--- src/rtl/karatsuba_mul_seq_if.sv ---
// Front-end bundle between the FPU and the wide-multiply sequencer:
// operand offer (valid/ready), flush, and product return (valid/ready).
interface karatsuba_mul_seq_if #(
    parameter int unsigned LIMBS = 3
);
    localparam int unsigned W = 18 * LIMBS;

    logic           in_valid;
    logic           in_ready;
    logic [W-1:0]   in_a;
    logic [W-1:0]   in_b;
    logic           kill;
    logic           out_valid;
    logic           out_ready;
    logic [2*W-1:0] out_p;

    // FPU side
    modport master (
        output in_valid, in_a, in_b, kill, out_ready,
        input  in_ready, out_valid, out_p
    );

    // Sequencer side
    modport slave (
        input  in_valid, in_a, in_b, kill, out_ready,
        output in_ready, out_valid, out_p
    );
endinterface

--- src/rtl/karatsuba_mul_seq.sv ---
// Wide unsigned multiplier built from LIMBS^2 18x18 partial products issued one at a
// time to a shared karatsuba_18b core and shift-accumulated into a 2W-bit product.
module karatsuba_mul_seq #(
    parameter int unsigned LIMBS = 3
) (
    input  logic                clk,
    input  logic                rst_n,
    karatsuba_mul_seq_if.slave  bus,
    output logic                busy,
    output logic                m_start,
    output logic [17:0]         m_a,
    output logic [17:0]         m_b,
    input  logic [35:0]         m_s,
    input  logic                m_done
);
    localparam int unsigned W    = 18 * LIMBS;
    localparam int unsigned PW   = 2 * W;
    localparam int unsigned IdxW = (LIMBS > 1) ? $clog2(LIMBS) : 1;
    localparam logic [IdxW-1:0] LastIdx = IdxW'(LIMBS - 1);

    localparam logic [2:0] StIdle  = 3'd0;
    localparam logic [2:0] StIssue = 3'd1;
    localparam logic [2:0] StWait  = 3'd2;
    localparam logic [2:0] StResp  = 3'd3;
    localparam logic [2:0] StDrain = 3'd4;

    logic [2:0]      state_q, state_d;
    logic [W-1:0]    a_q, a_d;
    logic [W-1:0]    b_q, b_d;
    logic [IdxW-1:0] i_q, i_d;
    logic [IdxW-1:0] j_q, j_d;
    logic [PW-1:0]   acc_q, acc_d;

    logic [W-1:0]    a_sh;
    logic [W-1:0]    b_sh;
    logic [PW-1:0]   pp_ext;
    logic [PW-1:0]   pp_shifted;
    logic            last_pair;

    // Limb operands follow the indices, which only move on m_done, so they stay
    // stable from ISSUE through the end of WAIT.
    assign a_sh = a_q >> (18 * i_q);
    assign b_sh = b_q >> (18 * j_q);
    assign m_a  = a_sh[17:0];
    assign m_b  = b_sh[17:0];

    assign pp_ext     = PW'(m_s);
    assign pp_shifted = pp_ext << (18 * (i_q + j_q));
    assign last_pair  = (i_q == LastIdx) && (j_q == LastIdx);

    assign m_start       = (state_q == StIssue);
    assign busy          = (state_q != StIdle);
    assign bus.in_ready  = (state_q == StIdle);
    assign bus.out_valid = (state_q == StResp);
    assign bus.out_p     = acc_q;

    // Next-state: accept, issue/wait loop over limb pairs, respond, or drain on kill.
    always_comb begin
        state_d = state_q;
        a_d     = a_q;
        b_d     = b_q;
        i_d     = i_q;
        j_d     = j_q;
        acc_d   = acc_q;
        case (state_q)
            StIdle: begin
                // kill wins over a same-cycle offer
                if (bus.in_valid && !bus.kill) begin
                    a_d     = bus.in_a;
                    b_d     = bus.in_b;
                    i_d     = '0;
                    j_d     = '0;
                    acc_d   = '0;
                    state_d = StIssue;
                end
            end
            StIssue: begin
                // The core has seen start either way; a kill must still wait for it.
                state_d = bus.kill ? StDrain : StWait;
            end
            StWait: begin
                if (bus.kill) begin
                    state_d = StDrain;
                end else if (m_done) begin
                    acc_d = acc_q + pp_shifted;
                    if (last_pair) begin
                        state_d = StResp;
                    end else begin
                        state_d = StIssue;
                        if (j_q == LastIdx) begin
                            j_d = '0;
                            i_d = i_q + 1'b1;
                        end else begin
                            j_d = j_q + 1'b1;
                        end
                    end
                end
            end
            StResp: begin
                if (bus.out_ready) begin
                    state_d = StIdle;
                end
            end
            StDrain: begin
                if (m_done) begin
                    state_d = StIdle;
                end
            end
            default: state_d = StIdle;
        endcase
    end

    // State and datapath registers with synchronous active-low reset.
    always_ff @(posedge clk) begin
        if (!rst_n) begin
            state_q <= StIdle;
            a_q     <= '0;
            b_q     <= '0;
            i_q     <= '0;
            j_q     <= '0;
            acc_q   <= '0;
        end else begin
            state_q <= state_d;
            a_q     <= a_d;
            b_q     <= b_d;
            i_q     <= i_d;
            j_q     <= j_d;
            acc_q   <= acc_d;
        end
    end
endmodule

--- src/flat_wrapper.sv ---
// flat-port wrapper written by rule: the top's interface ports become plain ports
module karatsuba_mul_seq_flat 
#(
    parameter int unsigned LIMBS = 3
)
  (clk, rst_n, busy, m_start, m_a, m_b, m_s, m_done, bus_in_valid, bus_in_a, bus_in_b, bus_kill, bus_out_ready, bus_in_ready, bus_out_valid, bus_out_p);
  karatsuba_mul_seq_if #(.LIMBS(LIMBS)) bus_i ();
  input  logic clk;
  input  logic rst_n;
  output logic busy;
  output logic m_start;
  output logic [17:0] m_a;
  output logic [17:0] m_b;
  input  logic [35:0] m_s;
  input  logic m_done;
  input wire logic [$bits(bus_i.in_valid)-1:0] bus_in_valid;
  input wire logic [$bits(bus_i.in_a)-1:0] bus_in_a;
  input wire logic [$bits(bus_i.in_b)-1:0] bus_in_b;
  input wire logic [$bits(bus_i.kill)-1:0] bus_kill;
  input wire logic [$bits(bus_i.out_ready)-1:0] bus_out_ready;
  output wire logic [$bits(bus_i.in_ready)-1:0] bus_in_ready;
  output wire logic [$bits(bus_i.out_valid)-1:0] bus_out_valid;
  output wire logic [$bits(bus_i.out_p)-1:0] bus_out_p;
  assign bus_i.in_valid = bus_in_valid;
  assign bus_i.in_a = bus_in_a;
  assign bus_i.in_b = bus_in_b;
  assign bus_i.kill = bus_kill;
  assign bus_i.out_ready = bus_out_ready;
  assign bus_in_ready = bus_i.in_ready;
  assign bus_out_valid = bus_i.out_valid;
  assign bus_out_p = bus_i.out_p;
  karatsuba_mul_seq #(.LIMBS(LIMBS)) u_core (.clk(clk), .rst_n(rst_n), .bus(bus_i), .busy(busy), .m_start(m_start), .m_a(m_a), .m_b(m_b), .m_s(m_s), .m_done(m_done));
endmodule
--- config.mk ---
export PLATFORM = sky130hd
export DESIGN_NAME = karatsuba_mul_seq_flat
export DESIGN_NICKNAME = d
export VERILOG_FILES = /design/src/rtl/karatsuba_mul_seq_if.sv /design/src/rtl/karatsuba_mul_seq.sv /design/src/flat_wrapper.sv
export SDC_FILE = /design/constraint.sdc
export NUM_CORES = 1
export LEC_CHECK = 0
export CAP_MARGIN = 20
export CORE_UTILIZATION = 30
export DETAILED_ROUTE_END_ITERATION = 7
export PLACE_DENSITY = 0.6
export SKIP_CTS_REPAIR_TIMING = 1
export SLEW_MARGIN = 30
export SYNTH_ARGS = -nofsm -noshare
export SYNTH_HDL_FRONTEND = slang
export SYNTH_SLANG_ARGS = --single-unit
--- constraint.sdc ---
create_clock -name clk -period 15.7 [get_ports clk]
set_clock_uncertainty 0.1 [all_clocks]
set_input_delay 4.71 -clock clk [delete_from_list [all_inputs] [get_ports clk]]
set_output_delay 4.71 -clock clk [all_outputs]
set_load 0.01 [all_outputs]
* After elaboration in Yosys (flattened, before gate mapping)
Index checks and enable logic that the tools add are counted.
Widths: inputs -> output; s select.
** Storage, ports and cells
- Register bits after elaboration :: 223
- Bits of input ports :: 150
- Logic and storage cells :: 64
** Operators by class
- Add/sub/neg operators :: 4
- Multipliers :: 3
- Eq/ne operators :: 14
- Shift operators :: 3
- Muxes and demuxes :: 23
- Reduce and logical (&&, ||, !) cells :: 11
** Operators with widths (count)
- $mux 108 :: 3
- $pmux 108 s2 :: 1
- $add 108x108->108 :: 1
- $shl 36x32->108 :: 1
- $shr 54x7->18 :: 2
- $mul 4x32->31 const A :: 1
- $mux 2 :: 10
- $mux 3 :: 6
- $pmux 3 s5 :: 1
- $mul 4x2->6 const A :: 2
- $ne 2x2->1 const B :: 5
- $pmux 2 s2 :: 2
- $reduce_and 4->1 :: 2
- $eq 3x2->1 const B :: 2
- $reduce_and 6->1 :: 1
- $reduce_and 5->1 :: 1
- $add 2x1->2 const B :: 2
- $eq 2x2->1 const B :: 2
- $ne 2x1->1 const B :: 2
- $add 2x2->3 :: 1
- $eq 3x1->1 const B :: 1
- $eq 3x3->1 const B :: 1
- $logic_not 3->1 :: 1
- $ne 3x3->1 const B :: 1
- 5 further kinds :: 6

* Depth between registers and ports, before layout
Gate-level depths: netlist (run 1).
- Depth after elaboration :: 7
- Mapped depth :: 24
- Depth with buffers taken out :: 20

* Least setup slack after synthesis (run 1)
No wires, ideal clock.
- Path type :: in2reg
- Start point :: input port m_s[17]
- End point :: register u_core.acc_q[92], in the netlist u_core.bus.out_p[92]
- Arrival time :: 8.282 ns
- Data required time :: 15.483 ns
- Path slack :: 7.201 ns
- Cell stages on the path :: 16
- Path through :: mux4_2 -> mux4_2 -> nor2b_1 -> ha_1 -> buf_2 -> nand4_1 -> nor4_2 -> nand3_1 -> o32ai_2 -> a311oi_2 -> a211oi_2 -> o211ai_1 -> a21oi_1 -> o31ai_1 -> a21o_1 -> a32o_1
** On the way
- Longest elaborated chain between the ends :: 5
** Ends and longest elaborated chain
- start, declared :: RTL line flat_wrapper.sv:14 : input logic [35:0] m_s;
- $shl 36x32->108 :: RTL line karatsuba_mul_seq.sv:48 : assign pp_shifted = pp_ext << (18 * (i_q + j_q));
- $add 108x108->108 :: RTL line karatsuba_mul_seq.sv:85 : acc_d = acc_q + pp_shifted;
- $mux 108 :: RTL line karatsuba_mul_seq.sv:84 : end else if (m_done) begin
- $mux 108 :: RTL line karatsuba_mul_seq.sv:82 : if (bus.kill) begin
- $pmux 108 s2 :: RTL line karatsuba_mul_seq.sv:65 : case (state_q)
- end signal, assigned :: RTL line karatsuba_mul_seq.sv:121 : acc_q <= '0;
- end signal, assigned :: RTL line karatsuba_mul_seq.sv:128 : acc_q <= acc_d;
- end, declared :: RTL line karatsuba_mul_seq.sv:32 : logic [PW-1:0] acc_q, acc_d;
No other way between the ends. The select of a mux whose other input is x is not followed.
A chain may end at the register's enable or synchronous reset.

* Worst setup path after layout (run 1)
- Start point :: input port m_s[15]
- End point :: register u_core.acc_q[92], in the netlist u_core.bus.out_p[92]
The elaborated chain is that of the path after synthesis.

==> metrics, run 1 <==
fraction of registers with async set or reset after synthesis=0%; Yosys cell types=82; Critical Path RT=16080 ps; post-synth top area cell=dfxtp_1; clk slew on worst S/H paths=60 ps; max incr delay on CP=570 ps; total power=1.57 mW; Initial Util=30.3%; TNS Setup=0 ps; Rel. slew slack=33.8%; vias in the first global route=17.4k; top layer in use=met5; commonest non-fill, non-tap cell in the layout=nand2_1; setup violators final=0; RSZ-0062 raised after global routing=false; most frequent cells in the layout=nand2_1, clkdlybuf4s50_1, dfxtp_1; Pwr Density=71.5 nW/um2; YS warnings=0; Mean Syn Cell Area=7.49 um2; Worst VDD drop=0.0000714 V; die area=59200 um2; CTS Buf Count=30; die height=243 um; met3 wire len=7040 um; DR pass1 iterations=5; worst hold slack=350 ps; pre-CTS WS=5890 ps; CP cell instances=clkdlybuf4s50_1 > mux4_2 > mux4_2 > nor2b_1 > ha_1 > nand4_1 > nor4_2 > nand3_1 > o32ai_2 > a311oi_2 > a211oi_2 > o211ai_1 > a21oi_1 > o31ai_1 > a21o_1 > a32o_1; Most common cell on crit path=mux4_2; H-tree depth=1; Core Rows=88; Reg area=4470 um2; Post-synth EDFFs=0; synth top area cells=dfxtp_1, nand2_1, ha_1; Slew Viols, Final=0; multi-input logic area=12200 um2; WP data arrival=9670 ps; drt wl/cell=21.1 um; Layout Area Growth over Synthesis=25.4%; Detail Placement HPWL=53100 um; layout cells sized above 1=4.79%; run status=completed; Vias=18.1k; top cell type's share of synthesized area=25.6%; fin crit share=59.2%; register area share after synthesis=25.6%; initial DRC count=1567; Vias per Instance=5.49; type of element capturing the critical path=flip-flop; type of the worst setup path=input pin to flip-flop; TritonCTS clock tree=built; startpoint types=input pin; fmax=0.108 GHz; met1 wire length=29900 um; CORE AREA=57600 um2; PortBufs=297; Nets=2764; clk root buf=clkbuf_16; All-Layer GR Usage=22.7%; Final WS setup=6410 ps; # fillers=6012; synthesized instance count=2332; largest net degree at the start of global routing=97; Final Hold Fails=0; DR WL met2=29700 um; slowest CP cell=mux4_2; Ports=298; Worst Hold Class=flip-flop to flip-flop; worst skew pair latency=590 ps; crit path time final=9290 ps; ANT nets after route=0; Congestion Overflow GR=0; Placer Congestion=0.973; register bit total from synthesis=223; Post-Syn Area=17500 um2; initial antenna violation count=3; slew at the pin closest to its max-slew limit=987 ps; DRC Markers=0; Critical Path Fanout Max=7; die width=243 um; Detailed Route WL=69400 um; first-pass GRT wire length=105000 um; fin util=38.0%; leakage power=8.26 nW; Clock Path Buffers=3; Max-cap violations=0; syn_nets=2593; clock sink count=223; Top FF cell, synth=dfxtp_1
[cell families after synthesis]
| kind of cell | count (synthesis) | synth area share, % |
|---|---|---|
| AOI/OAI and AO/OA | 743 | 28.3 |
| xor gates and xnor gates | 96 | 4.82 |
| adders and majority gates | 111 | 8.04 |
| buffers and inverters | 219 | 4.92 |
| DFF | 223 | 25.6 |
| muxes | 86 | 5.83 |
| and+or+nand+nor | 854 | 22.5 |
[power by group]
part | internal [mW] | leakage [nW] | switching [mW]
Combinational | 0.0979 | 5.96 | 0.141
Clock | 0.437 | 0.496 | 0.288
Sequential | 0.588 | 1.81 | 0.0135
Total | 1.12 | 8.26 | 0.442
[sequential cells by signal, summed over array words and instances, names as in the netlist]
| register | flops |
|---|---|
| u_core.bus.out_p | 108 |
| u_core.a_q | 54 |
| u_core.b_q | 54 |
| u_core.state_q | 3 |
| u_core.i_q | 2 |
| u_core.j_q | 2 |
[area by class of cell]
class,instances,area share (%)
Multi-Input combinational cell,1890,55.6
Sequential cell,223,20.4
Timing Repair Buffer,314,14.2
Tap cell,765,4.37
Clock buffer,43,4.02
Inverter,44,0.755
Clock inverter,13,0.715
Antenna cell,1,0.0114
[critical path: cells and delay by family]
family                     cells  cell delay [ps]
buffers and inverters          1              540
and+or+nand+nor                4              900
AOI/OAI and AO/OA              8             1970
adders and majority gates      1              410
muxes                          2             1120
[layer usage]
layer / track usage, % / vias to the layer above
li1: - / 8664
met1: 29.3 / 8522
met2: 35.1 / 760
met3: 7.05 / 115
met4: 8.86 / 4
met5: 0 / -
[metrics by stage]
stage	instances	cell area (um2)
detailed placement	3236	20800
global route	3292	21900
CTS	3292	21900
finish	3293	21900
global placement	3236	20800
floorplan	2332	17500
[synthesized netlist by cell type, types with 32 or more instances]
| library cell | count |
|---|---|
| mux2i_1 | 69 |
| o21ai_0 | 110 |
| nand2_1 | 418 |
| clkbuf_1 | 126 |
| xor2_1 | 42 |
| nor2_1 | 142 |
| a21o_1 | 67 |
| o22ai_1 | 36 |
| xnor2_1 | 54 |
| a22oi_1 | 52 |
| inv_1 | 43 |
| a21oi_1 | 166 |
| a21boi_0 | 95 |
| nor2b_1 | 84 |
| nand4_1 | 49 |
| ha_1 | 109 |
| dfxtp_1 | 223 |
| and2_1 | 32 |
[path summary, 6_finish.rpt]
kind	slack, ps	start	cells after the start	end
worst max register to register	8300	u_core.j_q[0]	20	u_core.bus.out_p[107]
worst max-delay path	6410	m_s[15]	16	u_core.bus.out_p[92]
worst min register to register	350	u_core.a_q[0]	2	u_core.a_q[0]
worst min-delay path	350	u_core.a_q[0]	2	u_core.a_q[0]
(Power assumes the default switching activity.)
==> run 2: changes to the inputs <==
Clock period 15.7 ns to 9.02 ns, I/O delays scaled along.
==> metrics, run 2 (synthesis results as in run 1) <==
vias in the first global route=17.3k (-0.57%); fmax=0.137 GHz; # fillers=5990 (-0.37%); M3 GR Usage=6.59% (-0.46 points); Layout Area Growth over Synthesis=25.3% (about the same); placed instance area=20900 um2 (about the same); first-pass GRT wire length=105000 um (-0.34%); PortBufs=297 (unchanged); slowest CP cell=o41ai_2; most frequent cells in the layout=nand2_1, clkdlybuf4s50_1, dfxtp_1; commonest non-fill, non-tap cell in the layout=nand2_1; Core Rows=88 (unchanged); ANT nets after route=0 (unchanged); post-route cell area=21900 um2 (about the same); hold path startpoint=u_core.b_q[48]; TritonCTS clock tree=built; grt met1 use=29.6% (+0.33 points); placed insts=3237 (+0.031%); Initial Util=30.3% (unchanged); Worst Hold Class=flip-flop to flip-flop; Critical Path RT=9400 ps (-6680 ps); Vias per Instance=5.51 (+0.44%); Vias=18.1k (+0.38%); H-tree depth=1 (unchanged); r2r worst-path depth=21 (+5.0%); Final WS setup=1740 ps (-4670 ps); Max-cap violations=0 (unchanged); Detail Placement HPWL=53000 um (-0.14%); CP delay by family, top=compound AO/OA/AOI/OAI gates; Critical Path Fanout Max=7 (unchanged); Final Hold Fails=0 (unchanged); Placer Congestion=0.982 (+0.89%); multi-input logic area=12200 um2 (unchanged); Detailed Route WL=69500 um (+0.18%); worst hold slack=352 ps (+2.46 ps); All-Layer GR Usage=22.6% (-0.098 points); layout cells sized above 1=4.83% (+0.041 points); clk slew on worst S/H paths=60 ps (about the same); WP data arrival=7660 ps (-2010 ps); CP cell instances=clkdlybuf4s50_1 > mux4_2 > mux4_2 > nor2b_1 > ha_1 > nand4_1 > nor4_1 > a311oi_1 > and3_1 > o21ai_0 > nor2_1 > o41ai_2 > a21boi_1 > o21ai_1 > xnor2_1 > o21ai_1; Congestion Overflow GR=0 (unchanged); fin util=38.0% (about the same); max incr delay on CP=590 ps (+20 ps); max reg flops=108 (unchanged); Hold EP=u_core.b_q[48]; type of the worst setup path=input pin to flip-flop; pre-CTS WS=1240 ps (-4650 ps); FF-to-FF End=u_core.bus.out_p[107]; leakage power=8.27 nW (about the same); clock sink count=223 (unchanged); type of element capturing the critical path=flip-flop; initial antenna violation count=2 (-1); setup violators final=0 (unchanged); Rel. slew slack=37.7% (+3.8 points); Reg area=4470 um2 (unchanged); run status=completed; Layout Cells excl Fill=3291 (-0.061%); GRT busiest layer=met2; worst skew pair latency=600 ps (about the same); initial DRC count=1606 (+2.5%); die area=59200 um2 (unchanged); Ports=298 (unchanged); Buf+Inv Stages, Crit Path=1 (unchanged); worst flop-to-flop path startpoint=u_core.i_q[0]; crit path time final=7280 ps; hold depth=2 (unchanged); fin crit share=80.7%; Slew Viols, Final=0 (unchanged); R2R Setup Slk=1990 ps (-6310 ps); RSZ-0062 raised after global routing=false; die width=243 um (unchanged); Nets=2765 (+0.036%); Worst VDD drop=0.000119 V (+66%); slew at the pin closest to its max-slew limit=935 ps (-51.8 ps); DR pass1 iterations=7 (+2); antenna cells=0 (-1); Pwr Density=125 nW/um2 (+74%); grt met2 use=34.9% (-0.22 points); drt wl/cell=21.1 um (+0.24%); TNS Setup=0 ps (unchanged); largest net degree at the start of global routing=109 (+12%); CORE AREA=57600 um2 (unchanged); total power=2.73 mW (+74%); CTS Buf Count=30 (unchanged); clk root buf=clkbuf_16; Clock Path Buffers=3 (unchanged); DRC Markers=0 (unchanged); startpoint types=input pin; die height=243 um (unchanged)
run 2: changes by cell type in the layout (fill, tap and decap cells not counted), sizes merged:
cell,before,now
inv,45,44
buf,18,19
clkinvlp,5,3
diode,1,0
clkinv,4,8
clkbuf,43,40
run 2: how the worst max path moves through the flow:
stage,end,slack (ps),startpoint,depth (start not counted)
finish,u_core.bus.out_p[67],1740,m_s[17],16
global route,u_core.bus.out_p[107],1590,m_s[17],16
CTS,u_core.bus.out_p[107],1870,m_s[17],16
detailed placement,u_core.bus.out_p[107],1240,m_s[17],16
global placement,u_core.bus.out_p[104],1360,m_s[17],16
floorplan,u_core.bus.out_p[92],2520,m_s[17],16
run 2: cell type report:
| cell class | count | area share, % |
|---|---|---|
| clock buffers | 40 | 3.93 |
| clock inverters | 14 | 0.749 |
| inverters | 44 | 0.755 |
| multi-input cells | 1890 | 55.6 |
| flip-flops and latches | 223 | 20.4 |
| well taps | 765 | 4.37 |
| repair buffers | 315 | 14.2 |
run 2: report_power, final:
part	internal (mW)	leakage [nW]	switching, mW	total, mW
logic	0.171	5.97	0.247	0.417
registers	1.02	1.81	0.0236	1.05
clock network	0.750	0.497	0.513	1.26
total	1.94	8.27	0.783	2.73
run 2: per-layer routing:
metal,routed length [um],vias to the layer above
met5,28,-
met4,2570,4
met3,7210,129
met2,30000,800
met1,29700,8523
li1,-,8678
run 2: tightest hold or removal path, delay by kind of cell, from the launching register on:
family,cells,cell delay (ps)
DFF,1,310
and+or+nand+nor,1,50
AOI/OAI and AO/OA,1,50
